[config.mk]
export PLATFORM = sky130hd
export DESIGN_NAME = id_ex_reg
export DESIGN_NICKNAME = d
export VERILOG_FILES = /design/src/rtl/id_ex_reg.sv
export SDC_FILE = /design/constraint.sdc
export NUM_CORES = 1
export LEC_CHECK = 0
export BUFFER_PORTS_ARGS = -buffer_cell sky130_fd_sc_hd__buf_4
export CAP_MARGIN = 25
export CORE_AREA = 2 2 146 148
export DETAILED_ROUTE_END_ITERATION = 12
export DIE_AREA = 0 0 148 150
export PLACE_DENSITY = 0.72
export SYNTH_ARGS = -nofsm -noshare
export SYNTH_HDL_FRONTEND = slang
export SYNTH_SLANG_ARGS = --single-unit
export TNS_END_PERCENT = 100
[constraint.sdc]
create_clock -name i_clk -period 4.45 [get_ports i_clk]
set_input_delay 0.6675 -clock i_clk [delete_from_list [all_inputs] [get_ports i_clk]]
set_output_delay 0.6675 -clock i_clk [all_outputs]
set_load 0.02 [all_outputs]
[src/rtl/id_ex_reg.sv]
// rtl/id_ex_reg.sv - ID/EX pipeline register with bubble insertion, halt latch and bubble counter
//
// Purpose: holds one decoded instruction between decode and execute. Loads on
// every enabled edge, inserts a bubble on stall/flush or once a halt has passed,
// and freezes entirely when i_enable is low.
//
// Ports:
//   i_clk, i_reset           clock, synchronous active-high reset
//   i_enable                 pipeline advance; low holds every register
//   i_stall, i_flush         hazard requests, each inserts a counted bubble
//   i_signals                decode control bundle (bit 0 = halt_e)
//   i_pc8 .. i_imm_ext       data words from decode
//   i_rs, i_rt, i_rd         register addresses
//   i_shamt, i_funct         shift amount and function field
//   o_*                      registered copies of the above
//   o_valid                  stage holds a real instruction
//   o_halt                   halt_e of the held instruction
//   o_halted                 sticky: a halt has entered this stage
//   o_bubble_cnt             saturating count of stall/flush bubbles
module id_ex_reg #(
   parameter int NB_SGN  = 20,
   parameter int NB_DATA = 32,
   parameter int NB_ADDR = 5,
   parameter int NB_CNT  = 16
) (
   input  logic               i_clk,
   input  logic               i_reset,
   input  logic               i_enable,
   input  logic               i_stall,
   input  logic               i_flush,
   input  logic [NB_SGN-1:0]  i_signals,
   input  logic [NB_DATA-1:0] i_pc8,
   input  logic [NB_DATA-1:0] i_rs_data,
   input  logic [NB_DATA-1:0] i_rt_data,
   input  logic [NB_DATA-1:0] i_imm_ext,
   input  logic [NB_ADDR-1:0] i_rs,
   input  logic [NB_ADDR-1:0] i_rt,
   input  logic [NB_ADDR-1:0] i_rd,
   input  logic [4:0]         i_shamt,
   input  logic [5:0]         i_funct,
   output logic [NB_SGN-1:0]  o_signals,
   output logic [NB_DATA-1:0] o_pc8,
   output logic [NB_DATA-1:0] o_rs_data,
   output logic [NB_DATA-1:0] o_rt_data,
   output logic [NB_DATA-1:0] o_imm_ext,
   output logic [NB_ADDR-1:0] o_rs,
   output logic [NB_ADDR-1:0] o_rt,
   output logic [NB_ADDR-1:0] o_rd,
   output logic [4:0]         o_shamt,
   output logic [5:0]         o_funct,
   output logic               o_valid,
   output logic               o_halt,
   output logic               o_halted,
   output logic [NB_CNT-1:0]  o_bubble_cnt
);

   logic hazard;
   logic bubble;
   logic cnt_full;

   assign hazard   = i_stall | i_flush;
   // Once halted, the stage drains forever with bubbles until reset.
   assign bubble   = o_halted | hazard;
   assign cnt_full = &o_bubble_cnt;

   // o_halt is taken from the registered bundle, so it stays register-driven.
   assign o_halt = o_signals[0];

   always_ff @(posedge i_clk) begin
      if (i_reset) begin
         o_signals    <= '0;
         o_pc8        <= '0;
         o_rs_data    <= '0;
         o_rt_data    <= '0;
         o_imm_ext    <= '0;
         o_rs         <= '0;
         o_rt         <= '0;
         o_rd         <= '0;
         o_shamt      <= '0;
         o_funct      <= '0;
         o_valid      <= 1'b0;
         o_halted     <= 1'b0;
         o_bubble_cnt <= '0;
      end else if (i_enable) begin
         if (bubble) begin
            o_signals <= '0;
            o_pc8     <= '0;
            o_rs_data <= '0;
            o_rt_data <= '0;
            o_imm_ext <= '0;
            o_rs      <= '0;
            o_rt      <= '0;
            o_rd      <= '0;
            o_shamt   <= '0;
            o_funct   <= '0;
            o_valid   <= 1'b0;
            // Post-halt drain bubbles are not hazard bubbles and are not counted.
            if (!o_halted && !cnt_full)
               o_bubble_cnt <= o_bubble_cnt + 1'b1;
         end else begin
            o_signals <= i_signals;
            o_pc8     <= i_pc8;
            o_rs_data <= i_rs_data;
            o_rt_data <= i_rt_data;
            o_imm_ext <= i_imm_ext;
            o_rs      <= i_rs;
            o_rt      <= i_rt;
            o_rd      <= i_rd;
            o_shamt   <= i_shamt;
            o_funct   <= i_funct;
            o_valid   <= 1'b1;
            if (i_signals[0])
               o_halted <= 1'b1;
         end
      end
   end

endmodule

==> results of run 1 <==
-- flip-flops by register name, summed over array words and instances, names as in the netlist, 5 cells and up --
signal	flops
o_imm_ext	32
o_pc8	32
o_rs_data	32
o_rt_data	32
o_signals	20
o_bubble_cnt	16
o_funct	6
o_rd	5
o_rs	5
o_rt	5
o_shamt	5
-- final cells by class --
type / count / area (um^2)
Clock inverter: 12 / 115
Sequential cell: 192 / 3840
Inverter: 2 / 12.5
Timing Repair Buffer: 375 / 2840
Clock buffer: 19 / 453
Multi-Input combinational cell: 432 / 2540
Fill cell: 1939 / 10500
Tap cell: 275 / 344
-- critical path, stage by stage, from the launching register on --
cell     delay, ns
dfxtp_1       0.42
ha_1          0.22
nand4_1       0.26
nor4_4        0.62
nor3_1        0.11
mux2_2        0.29
-- kinds of logic after synthesis --
group	share of synthesized area
fa+ha+maj	0.00188
simple gates	0.152
compound gates	0.214
buf+inv	0.0410
mux	0.0134
flops	0.578
-- path summary, 6_finish.rpt --
path | cells after the start | slack (ns) | end
min reg2reg | 2 | 0.50 | o_valid
max reg2reg | 5 | 2.42 | o_bubble_cnt[3]
min | 3 | 0.47 | o_rt_data[4]
max | 5 | 2.42 | o_bubble_cnt[3]
-- power by group --
| part | switching (mW) | total [mW] | internal (mW) |
|---|---|---|---|
| registers | 0.0230 | 1.78 | 1.76 |
| logic | 0.196 | 0.388 | 0.192 |
| clock network | 0.720 | 1.49 | 0.769 |
-- layout by cell type, fill, tap and decap left out, drive strengths merged, types with 5 or more instances in the layout --
cell      n
a22oi   173
nand3     6
buf     375
o31ai     6
mux2      7
clkinv    5
dfxtp   192
clkbuf   19
nor2b     7
nand2     5
a21oi    11
nor2    184
or4       7
inv       9
-- cell usage after synthesis --
cell type  count  area, um^2
dfxtp_1      192        3840
nor2_1       183         687
a22oi_1      173        1300
clkbuf_1      46         173
buf_2         14        70.1
a21oi_1       11        55.1
mux2_2         7        78.8
nor2b_1        7        43.8
or4_1          7        52.6
o31ai_1        6        45.0
nand2_1        5        18.8
nand3_1        5        25.0
nand2b_1       3        18.8
nand4_1        3        18.8
nor3_1         3        15.0
nor4_1         3        18.8
inv_1          2        7.51
and3_1         1        6.26
and4_1         1        8.76
buf_1          1        3.75
buf_4          1        7.51
buf_6          1        11.3
ha_1           1        12.5
mux2i_1        1        10.0
nand3_2        1        10.0
nand4_2        1        12.5
nor2_2         1        6.26
nor4_4         1        21.3
nor4b_1        1        8.76
nor4b_2        1        15.0
o21ai_0        1        5.00
o21bai_1       1        7.51
o41ai_1        1        8.76
or2_1          1        6.26
or3_1          1        6.26
or3_4          1        11.3
-- layer usage --
layer | GRT usage | up-vias | share of wire | wire (um)
met5 | 0 | - | 0 | 0
met4 | 0.0467 | 0 | 0.010 | 211
met3 | 0.0814 | 14 | 0.11 | 2300
met2 | 0.293 | 277 | 0.48 | 10100
met1 | 0.208 | 2963 | 0.40 | 8250
li1 | - | 3124 | - | -
-- metrics by stage --
step	instances	hold WS [ns]	worst slack [ns]	cell area (um^2)	util
finish	1307	0.466	2.42	10100	0.491
floorplan	689	0.558	2.44	6650	-
CTS	1307	0.447	2.41	10100	0.491
detailed placement	1276	0.484	2.24	9580	0.463
global route	1307	0.432	2.24	10100	0.491
global placement	1276	0.471	2.27	9580	0.463
==> results by stage, run 1 <==
Routing:
- The first TritonRoute pass finished after 5 iterations.
- The detailed router placed 6378 vias in this run.
- For this run, design rule violations remaining after detail routing come to 0.
- The DRC violation total after the first TritonRoute iteration is roughly 270.
- The detail-routed via count per cell is 4.88.
- The routed wire length is 20800 um.
- The count of nets left with antenna violations once routing finished came out at 0.
- In the final routed layout, each cell accounts on average for 15.9 um.

GRT:
- Across every metal layer, demand over resource in global routing totals 0.177.
- Entering global routing, the biggest net connects 177 pins.
- The via count of the first global-routing pass came to 5858.
- The number of antenna violations at the first check in global routing was 0.
- After global routing the overflow that remains totals 0.
- The first global-routing pass estimated 31200 um of wire.

Clock tree:
- The TritonCTS clock tree is yes.
- The number of buffers inserted during clock tree synthesis is 17.
- The clock reaches the later pin of the worst-skew pair after 0.42 ns.
- The clock passes through at most 2 buffers.
- The number of levels in the clock H-tree is 4.
- The number of buffers inserted to repair setup after CTS is 0.
- The clock drives 192 sinks.
- The root buffer cell is clkbuf_16.
- Buffers inserted to repair hold after CTS numbered 0.
- Post-CTS repair changed the size of 0 cells.
- Clock-pin slew was measured on the worst setup and hold paths at 0.08 ns.

Critical path:
- At the worst endpoint, the arrival time is 2.34 ns.
- In this run the worst path has a maximum fanout of 10.
- The critical path class is register to register.
- The worst setup path is captured at a register.
- The kind of start point of the critical path is a register.
- The beginning of the worst register-to-register path is o_bubble_cnt[0].
- For the worst setup path, the data required time is about 4.8 ns.
- The most critical setup path has its startpoint at o_bubble_cnt[0].

Pwr:
- Power spread over the standard cell area amounts to around 360 nW/um^2.
- The leakage power summed over all cells is 4.46 nW.
- The total power is 3.66 mW.
- Across the VDD grid, the largest voltage drop is between 200 and 250 uV.

Die:
- The width of the die is 148 um.
- The number of rows created at floorplan is 53.
- After floorplanning, the core was sized to cover 20700 um^2.
- The initial cell density of the core is 0.321.
- During I/O placement, the number of pins put on the boundary was 372.
- The die footprint is 22200 um^2.
- The vertical die dimension is ~150 um.

Yosys:
- Synthesis produced 689 cells.
- The cell area after technology mapping is 6650 um^2.
- The number of distinct library cells after synthesis is 36.
- During synthesis, Yosys emitted a total of 0 warnings.
- The number of nets produced by synthesis is 869.
- The share of the Yosys chip area taken by registers is 0.578.
- Each instance of the synthesized netlist takes up on average 9.65 um^2.
- The number of register bits inferred by synthesis is 192.

Timing:
- Clock skew on the completed layout was measured at between 0.01 and 0.015 ns.
- The total negative setup slack is 0 ns.
- Dividing the final minimum period by the clock period gives 0.456.
- The final count of hold timing violations is 0.
- The total setup violations reported at the end of the flow is 0.
- The highest clock frequency the design can meet is 0.493 GHz.
- The max-slew violation total from the final report is 0.
- Setup repair after global routing left no endpoint under its margin.
- The time the worst path needs with I/O delays and setup is 2.03 ns.
- The worst relative slew slack is 0.319.
- The slew of the pin with the lowest slew margin is 1.02 ns.

Cells and area:
- The final layout contains 1200 nets.
- The growth of design area from synthesis to finish is 52.7%.
- In the final layout, the share of cells above drive strength 1 is 0.408.
- The diode insertion count for antenna repair is 0.

Place:
- The number of buffers inserted by port buffering is 371.
- Routability-driven placement finished with a final weighted congestion of 0.750.
- The estimated wirelength of the detail-placed design is 14500 um.

Hold path:
- The worst hold path begins at i_rt_data[4].
- The tightest min-delay check is of the primary input to register type.

Run status:
- The run finished with clean final reports.

Flow run:
- The tool flagged a number of max-cap violations equal to 0.
No activity file was read; power rests on OpenSTA's default activity.
==> run 2, diff against run 1 <==
--- a/config.mk
+++ b/config.mk
@@ -5,12 +5,13 @@
 export SDC_FILE = /design/constraint.sdc
 export NUM_CORES = 1
 export LEC_CHECK = 0
+export ABC_AREA = 1
 export BUFFER_PORTS_ARGS = -buffer_cell sky130_fd_sc_hd__buf_4
 export CAP_MARGIN = 25
-export CORE_AREA = 2 2 146 148
+export CORE_AREA = 2 2 144 146
 export DETAILED_ROUTE_END_ITERATION = 12
-export DIE_AREA = 0 0 148 150
-export PLACE_DENSITY = 0.72
+export DIE_AREA = 0 0 146 148
+export PLACE_DENSITY = 0.75
 export SYNTH_ARGS = -nofsm -noshare
 export SYNTH_HDL_FRONTEND = slang
 export SYNTH_SLANG_ARGS = --single-unit
==> constraint.sdc (replaced) <==
create_clock -name i_clk -period 2 [get_ports i_clk]
set_input_delay 0.3 -clock i_clk [delete_from_list [all_inputs] [get_ports i_clk]]
set_output_delay 0.3 -clock i_clk [all_outputs]
set_load 0.02 [all_outputs]
==> results by stage, run 2 <==
Routing:
- In the routed layout, each cell is associated on average with a via count of 4.61.
- The number of detailed-routing iterations run before antenna repair is 4.
- The routed design has 21800 um of wire.
- For this run, design rule violations remaining after detail routing come to 0.
- Dividing the detail-routed wire length by the instance count gives 14.0 um.
- The routed layout has 7167 vias.
- The remaining number of nets flagged by the antenna check after routing is 0.
- In this run, the number of DRC markers left after iteration 0 of detailed routing was 361.

Timing:
- The max-slew violation total from the final report is 0.
- The total setup violations reported at the end of the flow is 0.
- Hold is met by approximately 0.13 ns.
- The highest clock frequency the design can meet is 0.599 GHz.
- Across the routed clock network, the largest skew measured is 0.00594 ns.
- The time the worst path needs with I/O delays and setup is 1.67 ns.
- The final cycle utilization of the critical path is 0.835.
- The worst relative slew slack is 0.637.
- The total negative setup slack is 0 ns.
- Setup repair after global routing left no endpoint under its margin.
- The slew of the pin with the lowest slew margin is 0.543 ns.
- The final count of hold timing violations is 0.

Yosys:
- The mean instance size in the synthesized netlist is 7.53 um^2.
- Counting every net in the synthesized netlist gives 1114.
- In this run, distinct cell masters in the synthesized netlist total 19.
- The number of register bits inferred by synthesis is 192.
- The cell with the most instances after synthesis is nand2_1.
- Of all cell types, the one taking the most synthesized area is dfxtp_1.
- The share of synthesized area in the top cell type comes to 0.547.
- The cell area after technology mapping is 7030 um^2.
- The main flop type after synthesis is dfxtp_1.
- Ranked by instance count, the synthesized netlist is headed by nand2_1, dfxtp_1, a21oi_1, nor2_1, clkbuf_1.
- The number of synthesized flops with an enable pin is 0.
- By area the synthesized netlist is led by dfxtp_1, nand2_1, a21oi_1.
- In the synthesized netlist the async set-or-reset flop fraction comes to 0.
- The yosys synthesis warning count is 0.
- The part of the Yosys area used for sequential elements is 0.547.
- The synthesized instance count is 934.

Critical path:
- The cell family contributing the most delay on the critical path is simple AND/OR/NAND/NOR gates.
- The maximum net fanout on the critical path is 22.
- The end of the worst register-to-register path is o_bubble_cnt[0].
- The buffers plus inverters on the worst setup path is 1.
- The cell with the most instances on the worst path is nor2_2.
- The worst register-to-register path begins at o_bubble_cnt[0].
- The worst setup path is of the register to register kind.
- On the worst path, the slowest cell contributes a delay of 0.43 ns.
- The flop-to-flop setup slack is ~0.33 ns.
- The kind of end point of the critical path is a register.
- STA puts the critical path data required time at 2.30 ns.
- The length in cells of the worst reg-to-reg path is 9.
- The critical path arrival is between 1.5 and 2 ns.
- The worst setup path is launched from a register.
- The cell with the largest stage delay on the worst path is nor2_4.
- Walking the worst path, the cells encountered are ha_1, inv_1, nor2_2, nand2_2, nor2_2, nor2_4, nand3_1, nand2_1, nor2_1.

Place:
- The placed instances occupy a cell area of between 10000 and 15000 um^2.
- At the end of routability-driven placement, the weighted congestion stood at 0.911.
- Once detailed placement completed, the half-perimeter wirelength came to between 15000 and 20000 um.
- The number of buffers inserted by port buffering is around 370.

Clock tree:
- The post-cts hold buffer count is 0.
- After clock tree synthesis, the clock-pin slew on the worst setup and hold paths is 0.08 ns.
- In this run, CTS created clock tree buffers numbering 17.
- Clock latency on the worst-skew pair, taken at its later pin, is 0.41 ns.
- The tree built by TritonCTS fans out to roughly 190 sinks.
- The TritonCTS clock tree is yes.
- The number of gates resized after CTS was 0.
- The number of levels in the clock H-tree is 4.
- The root buffer cell is clkbuf_16.
- Post-CTS timing repair inserted 0 buffers for setup.
- In this run the deepest clock path goes through 2 buffers.

Hold path:
- The end point of the most critical hold path is o_imm_ext[28].
- The worst hold path depth is 3.
- The startpoint identified for the worst hold timing path is i_imm_ext[28].
- The min-delay analysis places its worst path in the category primary input to register.

Die:
- After floorplanning, the core was divided into 52 placement rows.
- In this run the horizontal extent of the chip is 146 um.
- The number of top-level pins is roughly 370.
- The area of the core is 20000 um^2.
- The die covers 21600 um^2.
- The vertical die dimension is 148 um.
- For this configuration, the core starts out at a cell density of 0.351.

Pwr:
- The worst supply voltage drop on vdd is 600 uV.
- The leakage power summed over all cells is 4.50 nW.
- For this design the ratio of total power to cell area is between 700 and 800 nW/um^2.

GRT:
- The pin count of the biggest net entering global routing is 110.
- The number of antenna violations at the first check in global routing was 2.
- The global-route usage over all layers is 0.195.
- The via count of the first global-routing pass came to roughly 6800.
- The wire length of the first global-routing pass is 34300 um.
- Global routing finished with a remaining overflow of 0.

Cells and area:
- The ratio of cells with drive above 1 in the final layout is 0.333.
- In the layout the commonest cells are nand2_1, buf_4, dfxtp_1.
- The cell area after layout is about 11000 um^2.
- The growth of design area from synthesis to finish is 50.4%.
- The number of fillers in the final layout is between 1500 and 2000.
- The most common cell after layout, fill and taps aside is nand2_1.
- After the last flow step, the layout net total stands at 1452.

Run status:
- The flow ran to the end, and the final reports show no timing, DRC or antenna violations.

Flow run:
- Across the run, the number of max-cap violations was 0.
-- run 2: changes by cell type after synthesis, moves of 12 or more --
cell and delta:
buf_4 +12, nor2_1 -144, a22oi_1 -173, a21oi_1 +171, nand2_1 +391, nand3_1 +19
inv_1 +18
-- run 2: through the flow --
step / utilization / setup WS [ns] / std cells / total power [mW]
2_1_floorplan: - / 0.424 / 934 / 4.42
3_3_place_gp: 0.499 / 0.107 / 1523 / 4.90
3_5_place_dp: 0.499 / 0.0438 / 1523 / 4.91
4_1_cts: 0.527 / 0.0244 / 1554 / 8.20
5_1_grt: 0.528 / 0.175 / 1556 / 8.42
6_report: 0.528 / 0.330 / 1556 / 8.09
-- run 2: routing by layer --
metal | GRT usage | part of all wire | wire length [um] | vias to the layer above
met5 | 0 | 0 | 0 | -
met4 | 0.0704 | 0.022 | 471 | 0
met3 | 0.0731 | 0.083 | 1820 | 31
met2 | 0.336 | 0.49 | 10600 | 270
met1 | 0.222 | 0.41 | 8940 | 3227
li1 | - | - | - | 3639
-- run 2: cell families (layout without fill, tap and decap cells) --
group | after synthesis | after routing | share of synthesized area
other cells | 0 | 2 | 0
fa+ha+maj | 1 | 1 | 0.00178
simple gates | 473 | 473 | 0.264
compound gates | 184 | 184 | 0.132
flops | 192 | 192 | 0.547
buf+inv | 84 | 434 | 0.0555
-- run 2: worst register-to-register path, delay by kind of cell (launching register included) --
kind                       cells  cell delay, ns
adders and majority gates      1            0.23
buffers and inverters          1            0.09
DFF                            1            0.36
and+or+nand+nor                7            0.89
-- run 2: worst max path at each step --
stage / startpoint / end / slack (ns) / cells after the start
floorplan: o_bubble_cnt[0] / o_bubble_cnt[9] / 0.42 / 9
global placement: o_bubble_cnt[0] / o_bubble_cnt[9] / 0.11 / 9
detailed placement: o_bubble_cnt[0] / o_bubble_cnt[14] / 0.04 / 9
CTS: o_bubble_cnt[0] / o_bubble_cnt[14] / 0.02 / 9
global route: o_bubble_cnt[0] / o_bubble_cnt[0] / 0.17 / 9
finish: o_bubble_cnt[0] / o_bubble_cnt[0] / 0.33 / 9
-- run 2: layout make-up --
type	count	area, um^2	area share
flip-flops and latches	192	3840	0.363
repair buffers	380	2930	0.277
multi-input cells	658	2800	0.265
clock buffers	18	439	0.0415
well taps	270	338	0.0319
clock inverters	13	124	0.0117
inverters	23	93.8	0.00887
diodes	2	5.00	0.000473
-- run 2: report_power, final --
part | total, mW | leakage (nW) | switching [mW] | internal [mW]
Sequential | 3.96 | 1.56 | 0.0501 | 3.91
Clock | 3.27 | 0.271 | 1.60 | 1.67
Combinational | 0.861 | 2.68 | 0.445 | 0.416
